**config.mk**
```make
export PLATFORM = sky130hd
export DESIGN_NAME = seg_scan_ctrl
export DESIGN_NICKNAME = d
export VERILOG_FILES = /design/src/rtl/seg_pkg.sv /design/src/rtl/bin2bcd_seq.sv /design/src/rtl/seg_scan_ctrl.sv
export SDC_FILE = /design/constraint.sdc
export NUM_CORES = 1
export LEC_CHECK = 0
export CORE_UTILIZATION = 55
export DETAILED_ROUTE_END_ITERATION = 6
export GPL_ROUTABILITY_DRIVEN = 0
export GPL_TIMING_DRIVEN = 1
export PLACE_DENSITY = 0.76
export SYNTH_ARGS = -nofsm -noshare
export SYNTH_HDL_FRONTEND = slang
export SYNTH_SLANG_ARGS = --single-unit
```
**constraint.sdc**
```tcl
create_clock -name clk -period 3.3 [get_ports clk]
set_clock_uncertainty 0.1 [all_clocks]
set_input_delay 0.495 -clock clk [delete_from_list [all_inputs] [get_ports clk]]
set_output_delay 0.495 -clock clk [all_outputs]
set_load 0.02 [all_outputs]
```
**src/rtl/seg_pkg.sv**
```systemverilog
// Shared constants, states and helpers for the seven-segment scanner.
// Holds the active-low font, blank/dash glyphs and the BCD width helper.
package seg_pkg;

    // Active-low segment patterns: bit 7 = dp, bits 6..0 = g..a.
    localparam logic [7:0] SEG_BLANK = 8'hFF;
    localparam logic [7:0] SEG_DASH  = 8'hBF;

    localparam logic [7:0] SEG_0 = 8'hC0;
    localparam logic [7:0] SEG_1 = 8'hF9;
    localparam logic [7:0] SEG_2 = 8'hA4;
    localparam logic [7:0] SEG_3 = 8'hB0;
    localparam logic [7:0] SEG_4 = 8'h99;
    localparam logic [7:0] SEG_5 = 8'h92;
    localparam logic [7:0] SEG_6 = 8'h82;
    localparam logic [7:0] SEG_7 = 8'hF8;
    localparam logic [7:0] SEG_8 = 8'h80;
    localparam logic [7:0] SEG_9 = 8'h90;
    localparam logic [7:0] SEG_A = 8'h88;
    localparam logic [7:0] SEG_B = 8'h83;
    localparam logic [7:0] SEG_C = 8'hC6;
    localparam logic [7:0] SEG_D = 8'hA1;
    localparam logic [7:0] SEG_E = 8'h86;
    localparam logic [7:0] SEG_F = 8'h8E;

    typedef enum logic {
        CONV_IDLE,
        CONV_RUN
    } conv_state_e;

    function automatic logic [7:0] hex_to_seg(input logic [3:0] nibble);
        logic [7:0] s;
        case (nibble)
            4'h0:    s = SEG_0;
            4'h1:    s = SEG_1;
            4'h2:    s = SEG_2;
            4'h3:    s = SEG_3;
            4'h4:    s = SEG_4;
            4'h5:    s = SEG_5;
            4'h6:    s = SEG_6;
            4'h7:    s = SEG_7;
            4'h8:    s = SEG_8;
            4'h9:    s = SEG_9;
            4'hA:    s = SEG_A;
            4'hB:    s = SEG_B;
            4'hC:    s = SEG_C;
            4'hD:    s = SEG_D;
            4'hE:    s = SEG_E;
            default: s = SEG_F;
        endcase
        return s;
    endfunction

    // Decimal digits needed for a w-bit unsigned value: ceil(w/3).
    function automatic int BCD_DIGITS(input int w);
        return (w + 2) / 3;
    endfunction

endpackage

```
**src/rtl/bin2bcd_seq.sv**
```systemverilog
// Sequential double-dabble converter: one shift-add-3 step per cycle.
// Ports: clk, rst_n, start, bin[W], busy, done (1-cycle), bcd[4*ND].
module bin2bcd_seq
    import seg_pkg::*;
#(
    parameter int W  = 32,
    parameter int ND = 11
) (
    input  logic            clk,
    input  logic            rst_n,
    input  logic            start,
    input  logic [W-1:0]    bin,
    output logic            busy,
    output logic            done,
    output logic [4*ND-1:0] bcd
);

    localparam int CNTW = $clog2(W + 1);

    conv_state_e     state_q, state_d;
    logic [W-1:0]    bin_q, bin_d;
    logic [4*ND-1:0] bcd_q, bcd_d;
    logic [CNTW-1:0] cnt_q, cnt_d;
    logic [4*ND-1:0] adj;
    logic [4*ND-1:0] step;
    logic            last;

    always_comb begin
        adj = bcd_q;
        for (int i = 0; i < ND; i++) begin
            if (bcd_q[4*i +: 4] >= 4'd5) begin
                adj[4*i +: 4] = bcd_q[4*i +: 4] + 4'd3;
            end
        end
        step = (adj << 1)
             | {{(4*ND-1){1'b0}}, bin_q[W-1]};
    end

    assign last = (cnt_q == CNTW'(1));

    always_comb begin
        state_d = state_q;
        bin_d   = bin_q;
        bcd_d   = bcd_q;
        cnt_d   = cnt_q;
        case (state_q)
            CONV_IDLE: begin
                if (start) begin
                    state_d = CONV_RUN;
                    bin_d   = bin;
                    bcd_d   = '0;
                    cnt_d   = CNTW'(W);
                end
            end
            default: begin
                bin_d = bin_q << 1;
                bcd_d = step;
                cnt_d = cnt_q - 1'b1;
                if (last) begin
                    state_d = CONV_IDLE;
                end
            end
        endcase
    end

    always_ff @(posedge clk or negedge rst_n) begin
        if (!rst_n) begin
            state_q <= CONV_IDLE;
            bin_q   <= '0;
            bcd_q   <= '0;
            cnt_q   <= '0;
        end else begin
            state_q <= state_d;
            bin_q   <= bin_d;
            bcd_q   <= bcd_d;
            cnt_q   <= cnt_d;
        end
    end

    // The final step result is presented combinationally with done so
    // the consumer can latch the whole value on the last busy cycle.
    assign busy = (state_q == CONV_RUN);
    assign done = busy && last;
    assign bcd  = step;

endmodule

```
**src/rtl/seg_scan_ctrl.sv**
```systemverilog
// Multiplexed seven-segment scanner with hex/decimal load, LZ blanking.
// Ports: in_data/in_valid/mode load, blank_lz/dp/blink live, busy,
// segment_led (active-low), seg_en (active-low one-hot).
module seg_scan_ctrl
    import seg_pkg::*;
#(
    parameter int DIGITS       = 8,
    parameter int DATA_W       = 32,
    parameter int SCAN_DIV     = 100000,
    parameter int BLINK_FRAMES = 64
) (
    input  logic              clk,
    input  logic              rst_n,
    input  logic [DATA_W-1:0] in_data,
    input  logic              in_valid,
    input  logic              mode,
    input  logic              blank_lz,
    input  logic [DIGITS-1:0] dp,
    input  logic [DIGITS-1:0] blink,
    output logic              busy,
    output logic [7:0]        segment_led,
    output logic [DIGITS-1:0] seg_en
);

    localparam int ND  = BCD_DIGITS(DATA_W);
    localparam int BW  = 4 * DIGITS;
    localparam int PW  = (DATA_W > BW) ? DATA_W : BW;
    localparam int CW  = (4 * ND > BW) ? 4 * ND : BW;
    localparam int IW  = (DIGITS > 1) ? $clog2(DIGITS) : 1;
    localparam int PSW = $clog2(SCAN_DIV);
    localparam int FW  =
        (BLINK_FRAMES > 1) ? $clog2(BLINK_FRAMES) : 1;

    logic              load, hex_ld, dec_ld;
    logic              conv_busy, conv_done;
    logic [4*ND-1:0]   conv_bcd;
    logic [PW-1:0]     hex_pad;
    logic [CW-1:0]     bcd_pad;

    logic [BW-1:0]     buf_q, buf_d;
    logic              ovf_q, ovf_d;
    logic [PSW-1:0]    presc_q, presc_d;
    logic [IW-1:0]     idx_q, idx_d;
    logic [FW-1:0]     frame_q, frame_d;
    logic              blon_q, blon_d;
    logic [7:0]        seg_q, seg_d;
    logic [DIGITS-1:0] en_q, en_d;

    logic              tc, wrap;
    logic [3:0]        nib;
    logic [7:0]        glyph;
    logic              hi_zero, lz_blank, bl_blank;

    assign load   = in_valid && !conv_busy;
    assign hex_ld = load && !mode;
    assign dec_ld = load && mode;

    bin2bcd_seq #(
        .W  (DATA_W),
        .ND (ND)
    ) u_conv (
        .clk   (clk),
        .rst_n (rst_n),
        .start (dec_ld),
        .bin   (in_data),
        .busy  (conv_busy),
        .done  (conv_done),
        .bcd   (conv_bcd)
    );

    assign busy    = conv_busy;
    assign hex_pad = PW'(in_data);
    assign bcd_pad = CW'(conv_bcd);

    // Overflow is only decided once the full conversion is known, so the
    // old picture stays intact until the new one replaces it.
    always_comb begin
        buf_d = buf_q;
        ovf_d = ovf_q;
        if (hex_ld) begin
            buf_d = hex_pad[BW-1:0];
            ovf_d = 1'b0;
        end else if (conv_done) begin
            buf_d = bcd_pad[BW-1:0];
            ovf_d = |(bcd_pad >> BW);
        end
    end

    always_comb begin
        tc      = (presc_q == PSW'(SCAN_DIV - 1));
        wrap    = tc && (idx_q == IW'(DIGITS - 1));
        presc_d = tc ? '0 : presc_q + 1'b1;
        idx_d   = idx_q;
        frame_d = frame_q;
        blon_d  = blon_q;
        if (tc) begin
            idx_d = wrap ? '0 : idx_q + 1'b1;
        end
        if (wrap) begin
            if (frame_q == FW'(BLINK_FRAMES - 1)) begin
                frame_d = '0;
                blon_d  = ~blon_q;
            end else begin
                frame_d = frame_q + 1'b1;
            end
        end
    end

    // A digit is a leading zero when it and everything above it is zero.
    always_comb begin
        nib      = buf_q[{idx_q, 2'b00} +: 4];
        hi_zero  = ((buf_q >> {idx_q, 2'b00}) == '0);
        lz_blank = blank_lz && !ovf_q && (idx_q != '0) && hi_zero;
        bl_blank = blink[idx_q] && !blon_q;
        glyph    = ovf_q ? SEG_DASH : hex_to_seg(nib);
        seg_d    = SEG_BLANK;
        en_d     = '1;
        if (!(lz_blank || bl_blank)) begin
            seg_d = {~dp[idx_q], glyph[6:0]};
            en_d  = ~(DIGITS'(1) << idx_q);
        end
    end

    always_ff @(posedge clk or negedge rst_n) begin
        if (!rst_n) begin
            buf_q   <= '0;
            ovf_q   <= 1'b0;
            presc_q <= '0;
            idx_q   <= '0;
            frame_q <= '0;
            blon_q  <= 1'b1;
            seg_q   <= SEG_BLANK;
            en_q    <= '1;
        end else begin
            buf_q   <= buf_d;
            ovf_q   <= ovf_d;
            presc_q <= presc_d;
            idx_q   <= idx_d;
            frame_q <= frame_d;
            blon_q  <= blon_d;
            seg_q   <= seg_d;
            en_q    <= en_d;
        end
    end

    assign segment_led = seg_q;
    assign seg_en      = en_q;

endmodule

```
== Yosys cells after proc, flatten, opt, wreduce, memory -nomap -nowiden ==
Memory sizes are Yosys's and may differ from the RTL's.
Index checks and enable logic that the tools add are counted.

* Add/subtract/negate cells: 15
* $lt $le $gt $ge: 12
* Equal/unequal tests: 4
* Shift operators: 3
* Multiplexer cells: 34
* Bitwise gates (word level): 4
* Reduce and logical (&&, ||, !) cells: 20

{| class="wikitable"
|+ Operators by type and width
! operator !! number
|-
| 2-to-1 mux 32 bit || 4
|-
| 2-to-1 mux 44 bit || 2
|-
| greater-or-equal comparator 4 x 3 -> 1 bit (second input constant) || 11
|-
| OR 44 x 1 -> 44 bit || 1
|-
| adder 4 x 2 -> 4 bit (second input constant) || 10
|-
| 2-to-1 mux 4 bit || 10
|-
| logical NOT 32 bit || 1
|-
| indexed part select 32 x 6 -> 4 bit || 1
|-
| >> shifter 32 x 5 -> 32 bit || 1
|-
| 2-to-1 mux 6 bit || 3
|-
| adder 17 x 1 -> 17 bit (second input constant) || 1
|-
| equality test 17 bit (second input constant) || 1
|-
| 2-to-1 mux 17 bit || 1
|-
| 2-to-1 mux 8 bit || 2
|-
| OR reduction 12 bit || 1
|-
| logical AND 1 bit || 9
|-
| inverter 8 bit || 1
|-
| left shift 1 x 3 -> 8 bit (first input constant) || 1
|-
| 2-to-1 mux 1 bit || 7
|-
| 2-to-1 mux 7 bit || 1
|-
| adder 6 x 1 -> 6 bit (second input constant) || 1
|-
| binary-select mux 1 bit (select 3 bit) || 2
|-
| equality test 6 x 1 -> 1 bit (second input constant) || 1
|-
| equality test 6 bit (second input constant) || 1
|-
| 12 further kinds || 18
|}

* Register bits: 159
* Bits in read-only memories: 112
* Input port bits: 53
* Output and inout port bits: 17
* Logic and storage cells: 105
* Memories: 1

{| class="wikitable"
|+ Memories
! name !! depth !! width !! rd ports !! clocked after memory_dff !! wr ports !! RTL line !! RTL
|-
| (no name shown) || 16 || 7 || 1 || 0 || 0 || seg_pkg.sv:33 || <nowiki>case (nibble)</nowiki>
|}

== Logic depth before layout (Yosys ltp) ==
Gate-level depths: netlist of the first run.

* Word-level depth: 6
* Depth in mapped cells: 11
* Gate-level depth less buffers: 9

== Cells and area by module ==
From an unflattened synthesis of the first run, not the netlist that was laid out.

* Cells, all modules: 1006
* Area total of the unflattened synthesis: 9560.4 um^2

{| class="wikitable"
|+ By module, submodules not included
! module !! times used !! cells an instance !! area each (um^2) !! sequential area each (um^2)
|-
| bin2bcd_seq || 1 || 589 || 5335.1 || 2077.0
|-
| seg_scan_ctrl || 1 || 417 || 4225.3 || 1923.1
|}

== Least setup slack after synthesis of the first run ==
Ideal clock, no wire load.

* Kind: register to register
* From: register idx_q[1]
* To: register seg_q[1], in the netlist segment_led[1]
* Arrival: 2.365 ns
* Required time: 3.136 ns
* Setup slack: 0.771 ns
* Cell stages (with the launch flop): 11
* Period minus slack after synthesis: 2.529 ns
* Cells stage by stage: dfrtp_1 buf_6 mux4_2 mux2i_1 ha_1 nand2_1 nor4_1 a31oi_1 a21o_1 buf_6 nand3b_1

* Cells in the longest elaborated chain, start to end: 5
* Elaborated cells on any way between the ends: 13
* Those cells by class: 2 x shift; 4 x mux; 6 x reduce/logical; 1 x memory

{| class="wikitable"
|+ RTL lines
! element !! RTL line !! RTL
|-
| start, declared || seg_scan_ctrl.sv:43 || <nowiki>logic [IW-1:0] idx_q, idx_d;</nowiki>
|-
| start signal, assigned || seg_scan_ctrl.sv:138 || <nowiki>idx_q <= idx_d;</nowiki>
|-
| parallel branches: the longest is 4 deep, another holds memory read (16 x 7 bit) || n/a ||
|-
| 2-to-1 mux 8 bit (*) || seg_scan_ctrl.sv:118 || <nowiki>if (!(lz_blank || bl_blank)) begin</nowiki>
|-
| via seg_d[1] || seg_scan_ctrl.sv:46 || <nowiki>logic [7:0] seg_q, seg_d;</nowiki>
|-
| end signal, assigned || seg_scan_ctrl.sv:141 || <nowiki>seg_q <= seg_d;</nowiki>
|-
| end, declared || seg_scan_ctrl.sv:46 ||
|}

Mark *: on every way through the listed nets, which the timed path passes. The select of a mux whose other input is x is not followed.
A chain may end at the register's enable or synchronous reset.

== Worst setup path in the final report of the first run ==
* From: register idx_q[1]
* To: register en_q[1], in the netlist seg_en[1]

* Cells in the longest elaborated chain, start to end: 5
* Elaborated cells on any way between the ends: 12
* Those cells by class: 2 x shift; 3 x mux; 1 x bitwise; 6 x reduce/logical

{| class="wikitable"
|+ RTL lines
! element !! RTL line !! RTL
|-
| >> shifter 32 x 5 -> 32 bit (tied with other cells) || seg_scan_ctrl.sv:112 || <nowiki>hi_zero = ((buf_q >> {idx_q, 2'b00}) == '0);</nowiki>
|-
| logical NOT 32 bit (tied with other cells) || seg_scan_ctrl.sv:112 ||
|-
| logical AND 1 bit (on tied branches) || seg_scan_ctrl.sv:113, seg_scan_ctrl.sv:114 ||
|-
| logical OR 1 bit || seg_scan_ctrl.sv:118 ||
|-
| 2-to-1 mux 8 bit (*) || seg_scan_ctrl.sv:118 ||
|-
| via en_d[1] || seg_scan_ctrl.sv:47 || <nowiki>logic [DIGITS-1:0] en_q, en_d;</nowiki>
|-
| end signal, assigned || seg_scan_ctrl.sv:142 || <nowiki>en_q <= en_d;</nowiki>
|-
| end, declared || seg_scan_ctrl.sv:47 ||
|}

The timed path passes the listed nets; every way through them passes the cells marked *. The select of a mux whose other input is x is not followed.

==> results.cfg, run 1 <==
[floorplan]
initial_core_util_pct = 56.9
ios = 70
coreArea_mm2 = 0.0146
die-height_um = 125
core.rowCount = 44
fp.dieW_um = 125
die-area_mm2 = 0.0156

[final_layout]
drive_gt1_share_pct = 10.9
n_antenna_cell = 0
area_growth_pct = 18.1
stdcell_count = 1105
nets = 998

[job]
maxCapViolCount = 0

[drt]
vias = 6892
wl_um = 20400
first_iter_violations = 550
vias_per_cell = 6.24
antenna_left = 0
drc = 21
wl_per_cell_um = 18.5
drtPass1Iterations = 7

[setup_path]
cp.arrival_ns = 3.16
startpoint_type = flip-flop
worst-path-max-fanout = 13
cp.required_ns = 3.57
critPathCaptureType = flip-flop
cpPeakStageDelay_ns = 0.55
crit_type = flip-flop to flip-flop
cp_slowest_cell = dfrtp_1
path_cells = mux4_2 > mux2i_1 > ha_1 > nand2_1 > nor4_1 > a31oi_1 > a21o_1 > nand3_1

[clock_network]
cts_resized = 0
post_cts_buffers = 0
clk_latency_ns = 0.44
tritoncts = done
clock_path_buffers = 2
clk_pin_slew_ns = 0.07
cts_htree_levels = 4
cts_root_buffer = clkbuf_16
ctsHoldBuffers = 0
numCtsBuffers = 17
cts_sinks = 159

[timing]
rsz0062_at_grt = false
fin_setup_tns_ns = 0
period_minus_slack_ns = 2.90
finalHoldViolCount = 0
worstMarginPinSlew_ns = 0.748
setup_violations = 0
fmax_mhz = 345
slew_violations = 0
max_slew_margin_pct = 50.2
fin_crit_sh_pct = 87.8

[logic_synthesis]
postSynthCellCount = 847
synth.avg_cell_area_um2 = 9.83
yosys_warnings = 0
synth_fp_nets = 937
ys_ff_latch = 159
netlist_area_mm2 = 0.00833
async_flop_share_pct = 100
ys_seq_area_share_pct = 48.0
synth_enable_flop_cells = 0
yosys_most_used_dff = dfrtp_1
ys_types = 53

[global_route]
grt_pass1_wl_um = 34300
grt_pass1_vias = 6892
grt_antenna_before_repair = 0
grt-ovfl-total = 0
grt.total_usage_pct = 27.7
grt_max_degree = 84

[power_and_ir_drop]
pwr_density_cell_mw_per_mm2 = 877
irDropWorstVdd_v = 0.000561
p_leak_nw = 4.30

[place]
io_buffers = 69
dp_hpwl_um = 14200
placedCellCount = 1073

[hold_path]
hold_path_class = input port to async pin

[run_status]
violations = design-rule violations
outcome = finished with violations
-- cell families (layout without fill, tap and decap cells) --
kind of cell	after synthesis	after routing	share of synthesized area, %
buffers and inverters	79	153	3.85
AND/OR/NAND/NOR	313	313	17.6
AO/OA/AOI/OAI	188	188	14.9
flip-flops	159	159	48.0
multiplexers	33	33	6.11
adder cells (fa/ha/maj)	37	37	5.56
XOR/XNOR	38	38	4.00
-- layer usage --
metal / vias to the layer above / share of wire, % / track usage (%)
li1: 3158 / - / -
met1: 3385 / 41 / 34.3
met2: 287 / 50 / 46.3
met3: 62 / 6.6 / 6.89
met4: 0 / 3.0 / 12.2
met5: - / 0 / 0
-- power by group --
| group | leakage [nW] | internal [mW] | switching [mW] |
|---|---|---|---|
| combinational | 2.03 | 1.45 | 1.80 |
| sequential | 1.99 | 2.67 | 0.696 |
| clock | 0.285 | 1.14 | 0.867 |
| total | 4.30 | 5.26 | 3.36 |
-- path summary, 6_finish.rpt --
| check | cells past startpoint | end | startpoint | slack, ns |
|---|---|---|---|---|
| setup / recovery | 8 | seg_en[1]$_DFF_PN1_ | idx_q[1]$_DFFE_PN0N_ | 0.40 |
| hold reg to reg | 1 | frame_q[2]$_DFFE_PN0P_ | frame_q[2]$_DFFE_PN0P_ | 0.38 |
| max in group asynchronous | 2 | u_conv.busy$_DFF_PN0_ | rst_n | 2.25 |
| hold / removal | 1 | idx_q[2]$_DFFE_PN0N_ | rst_n | 0.006 |
| min in group clk | 1 | frame_q[2]$_DFFE_PN0P_ | frame_q[2]$_DFFE_PN0P_ | 0.38 |
| setup reg to reg | 8 | seg_en[1]$_DFF_PN1_ | idx_q[1]$_DFFE_PN0N_ | 0.40 |
-- per-stage QoR --
stage               instance area, um2  util (%)  power (mW)  worst slack [ns]  hold WS, ns
finish                            9840      67.2        8.62             0.403      0.00565
CTS                               9840      67.2        8.62             0.387       0.0253
global placement                  9240      63.1        6.34             0.505        0.358
detailed placement                9240      63.1        6.58             0.391        0.365
global route                      9840      67.2        9.21             0.107       0.0534
floorplan                         8330         -        5.54             0.771       0.0994
-- critical path, delay by kind of cell (launching register included) --
kind | cells | cell delay, ns
compound gates | 2 | 0.44
fa+ha+maj | 1 | 0.31
flops | 1 | 0.55
mux | 2 | 0.96
simple gates | 3 | 0.47
-- placed cells by master (no fill, tap or decap), types with 5 or more instances in the layout --
cell             instances
o31ai_1                  5
nand2_1                140
nand3_1                 45
nor4_1                  10
and3_1                   5
nor3_1                   8
dfrtp_1                141
ha_1                    37
xnor2_1                 23
clkbuf_16               17
a22oi_1                 42
buf_4                   13
nor2_1                  43
mux4_2                  12
mux2_2                  10
a221o_1                 23
inv_1                   33
xor2_1                  15
mux2i_1                  9
dfstp_2                 17
a21oi_1                 30
nand4_1                 11
or3_1                    6
nand2b_1                14
o21ai_0                 61
clkdlybuf4s50_1         68
nor3b_1                 13
-- registers in the layout (all words and copies together) (netlist names), 3 cells and up --
register / cells
u_conv.bin_q: 32
segment_led: 8
seg_en: 8
presc_q: 17
idx_q: 3
buf_q: 32
u_conv.bcd_q: 44
u_conv.cnt_q: 6
frame_q: 6
-- cell type report --
| type | instances | area [um2] |
|---|---|---|
| Clock buffer | 17 | 425 |
| Clock inverter | 15 | 175 |
| Fill cell | 1115 | 4800 |
| Inverter | 36 | 135 |
| Multi-Input combinational cell | 609 | 4020 |
| Sequential cell | 159 | 4000 |
| Tap cell | 184 | 230 |
| Timing Repair Buffer | 85 | 850 |
-- cell usage after synthesis (3+ instances only) --
cell type	number	area, um2
nand3_1	45	225
mux2i_1	9	90.1
o22ai_1	4	25.0
dfrtp_1	142	3550
buf_1	3	11.3
a22oi_1	42	315
nor2_1	44	165
nor3_1	8	40.0
ha_1	37	463
nand4_1	11	68.8
a21o_1	3	22.5
nor4_1	10	62.6
nor3b_1	14	105
buf_2	7	35.0
nand2b_1	14	87.6
or3_1	6	37.5
o21ai_0	61	305
a31oi_1	5	31.3
a221o_1	23	230
nand2_1	140	526
mux2_2	10	113
xor2_1	15	131
and2_1	4	25.0
inv_1	33	124
nor2b_1	4	25.0
and3_1	5	31.3
o31ai_1	5	37.5
dfstp_2	17	447
clkbuf_1	31	116
o211ai_1	4	30.0
a21oi_1	30	150
xnor2_1	23	201
mux4_2	12	270
Note: power is estimated with default switching activity, not from simulation.
==> inputs of run 2 (changes only) <==
Settings changed: GPL_TIMING_DRIVEN 1 to 0.
==> run 2 against run 1 <==
  * The run still ends with design-rule violations left
  * Register-to-register slack got worse by 0.04 ns
  * Cell count rose by 2.6%
  * Maximum frequency fell by 1.2%
==> results.cfg, run 2 (same netlist as run 1, synthesis figures left out) <==
[setup_path]
cpPeakStageDelay_ns = 0.53
path_cells = buf_6 > mux4_2 > mux2i_1 > ha_1 > nand2_1 > nor4_1 > a31oi_1 > a21o_1 > buf_6 > nand3b_1
regToRegEndpoint = segment_led[1]$_DFF_PN1_
r2r_cells = 10
crit_type = flip-flop to flip-flop
crit_top_cell = buf_6
cp_num_buf_inv = 2
startpoint_type = flip-flop
r2r_slack_ns = 0.37
cp_slowest_cell = mux4_2
cp.required_ns = 3.57
cp.arrival_ns = 3.20
cpLargestDelayFamily = multiplexers
worst-path-max-fanout = 10
r2r_start = idx_q[1]$_DFFE_PN0N_
critPathCaptureType = flip-flop

[hold_path]
hold_depth = 2
hold_end = u_conv.bin_q[3]$_DFFE_PN0P_
hold_path_class = flip-flop to flip-flop
hp-start = u_conv.bin_q[3]$_DFFE_PN0P_

[power_and_ir_drop]
p_sw_share_pct = 38.4
finalPower_mw = 8.68
combPwrFrac_pct = 38.1
seqPwrFrac_pct = 38.2
p_clk_share_pct = 23.6
irDropWorstVdd_v = 0.000561
p_leak_nw = 4.32
switchingPower_mw = 3.33
pwr_density_cell_mw_per_mm2 = 876
power.internal_mw = 5.35

[clock_network]
clk_latency_ns = 0.43
clk_pin_slew_ns = 0.06
clock_path_buffers = 2
cts_htree_levels = 4
ctsHoldBuffers = 1
post_cts_buffers = 0
numCtsBuffers = 17
cts_sinks = 159
cts_resized = 0
cts_root_buffer = clkbuf_16
tritoncts = done

[timing]
setup_violations = 0
worst_slack_ns = 0.367
max_slew_margin_pct = 41.3
period_minus_slack_ns = 2.93
finalHoldViolCount = 0
rsz0062_at_grt = false
fin_crit_sh_pct = 88.9
fmax_mhz = 341
worstMarginPinSlew_ns = 0.878
slew_violations = 0

[global_route]
grt_antenna_before_repair = 0
grt_max_degree = 128
grt.total_usage_pct = 28.6
grt_pass1_vias = 6751
grt_pass1_wl_um = 35000
grt-ovfl-total = 0

[floorplan]
core.rowCount = 44
die-area_mm2 = 0.0156
initial_core_util_pct = 56.9
die-height_um = 125
coreArea_mm2 = 0.0146
ios = 70
fp.dieW_um = 125

[drt]
dr_wl_met2_um = 10200
wl_um = 21100
first_iter_violations = 629
wl_met3_um = 1220
vias = 6886
drtPass1Iterations = 7
met1_length_um = 9160
drc = 20
top_layer = met4
wl_per_cell_um = 18.6
vias_per_cell = 6.07
antenna_left = 0

[job]
maxCapViolCount = 0

[place]
placed_area_mm2 = 0.00928
io_buffers = 69
dp_hpwl_um = 14900
post-place-ws_ns = 0.376

[run_status]
violations = design-rule violations
outcome = finished with violations

[final_layout]
final_cell_mix = 142 x dfrtp_1, 140 x nand2_1, 68 x clkdlybuf4s50_1
drive_gt1_share_pct = 9.26
area_growth_pct = 19.0
reg_top3 = u_conv.bcd_q: 44 flops, buf_q: 32 flops, u_conv.bin_q: 32 flops
post-route-cell-area_mm2 = 0.00991
top_register = u_conv.bcd_q
nets = 1027
multi_input_area_mm2 = 0.00401
n_antenna_cell = 0
largest_reg_flops = 44
layout_commonest_cell = dfrtp_1
seqCellArea_mm2 = 0.00400
nFillCells = 1150
-- run 2: worst max-delay path by stage --
stage,startpoint,end,slack (ns),depth (start not counted)
after floorplan,idx_q[1]$_DFFE_PN0N_,segment_led[1]$_DFF_PN1_,0.77,10
after global placement,rst_n,u_conv.bin_q[25]$_DFFE_PN0P_,-4.80,1
after detailed placement,idx_q[2]$_DFFE_PN0N_,segment_led[1]$_DFF_PN1_,0.38,10
after CTS,idx_q[1]$_DFFE_PN0N_,segment_led[1]$_DFF_PN1_,0.33,10
after global routing,idx_q[1]$_DFFE_PN0N_,segment_led[1]$_DFF_PN1_,0.16,10
final,idx_q[1]$_DFFE_PN0N_,segment_led[1]$_DFF_PN1_,0.37,10
-- run 2: tightest hold or removal path: stages, from the launching register on --
cell and delay, ns:
dfrtp_1 0.34, nand2_1 0.05, nand2_1 0.06
-- run 2: layer usage --
layer	vias up	global-route usage (%)
met4	0	9.54
met5	-	0
met2	256	47.2
met3	43	5.65
met1	3378	37.9
li1	3209	-
-- run 2: power groups by stage --
stage                     registers, mW  logic (mW)  clock network, mW
after global placement             3.29        3.15                  0
after floorplan                    3.18        2.36                  0
final                              3.32        3.31               2.05
after detailed placement           3.32        3.27                  0
after CTS                          3.30        3.30               2.06
after global routing               3.40        3.73               2.15
-- run 2: layout make-up --
type | instances | share of cell area, %
multi-input combinational | 609 | 40.5
sequential | 159 | 40.4
timing repair buffer | 71 | 7.40
clock buffer | 21 | 4.65
tap | 184 | 2.32
buffer | 43 | 1.87
clock inverter | 11 | 1.58
inverter | 36 | 1.36
-- run 2: through the flow --
step	hold WS (ns)	utilization (%)	instances	TNS (ns)
6_report	0.376	67.7	1134	0
5_1_grt	0.397	67.7	1134	0
4_1_cts	0.380	67.7	1134	0
3_5_place_dp	0.283	63.4	1101	0
3_3_place_gp	0.359	63.2	1100	-727.33
2_1_floorplan	0.0994	-	847	0
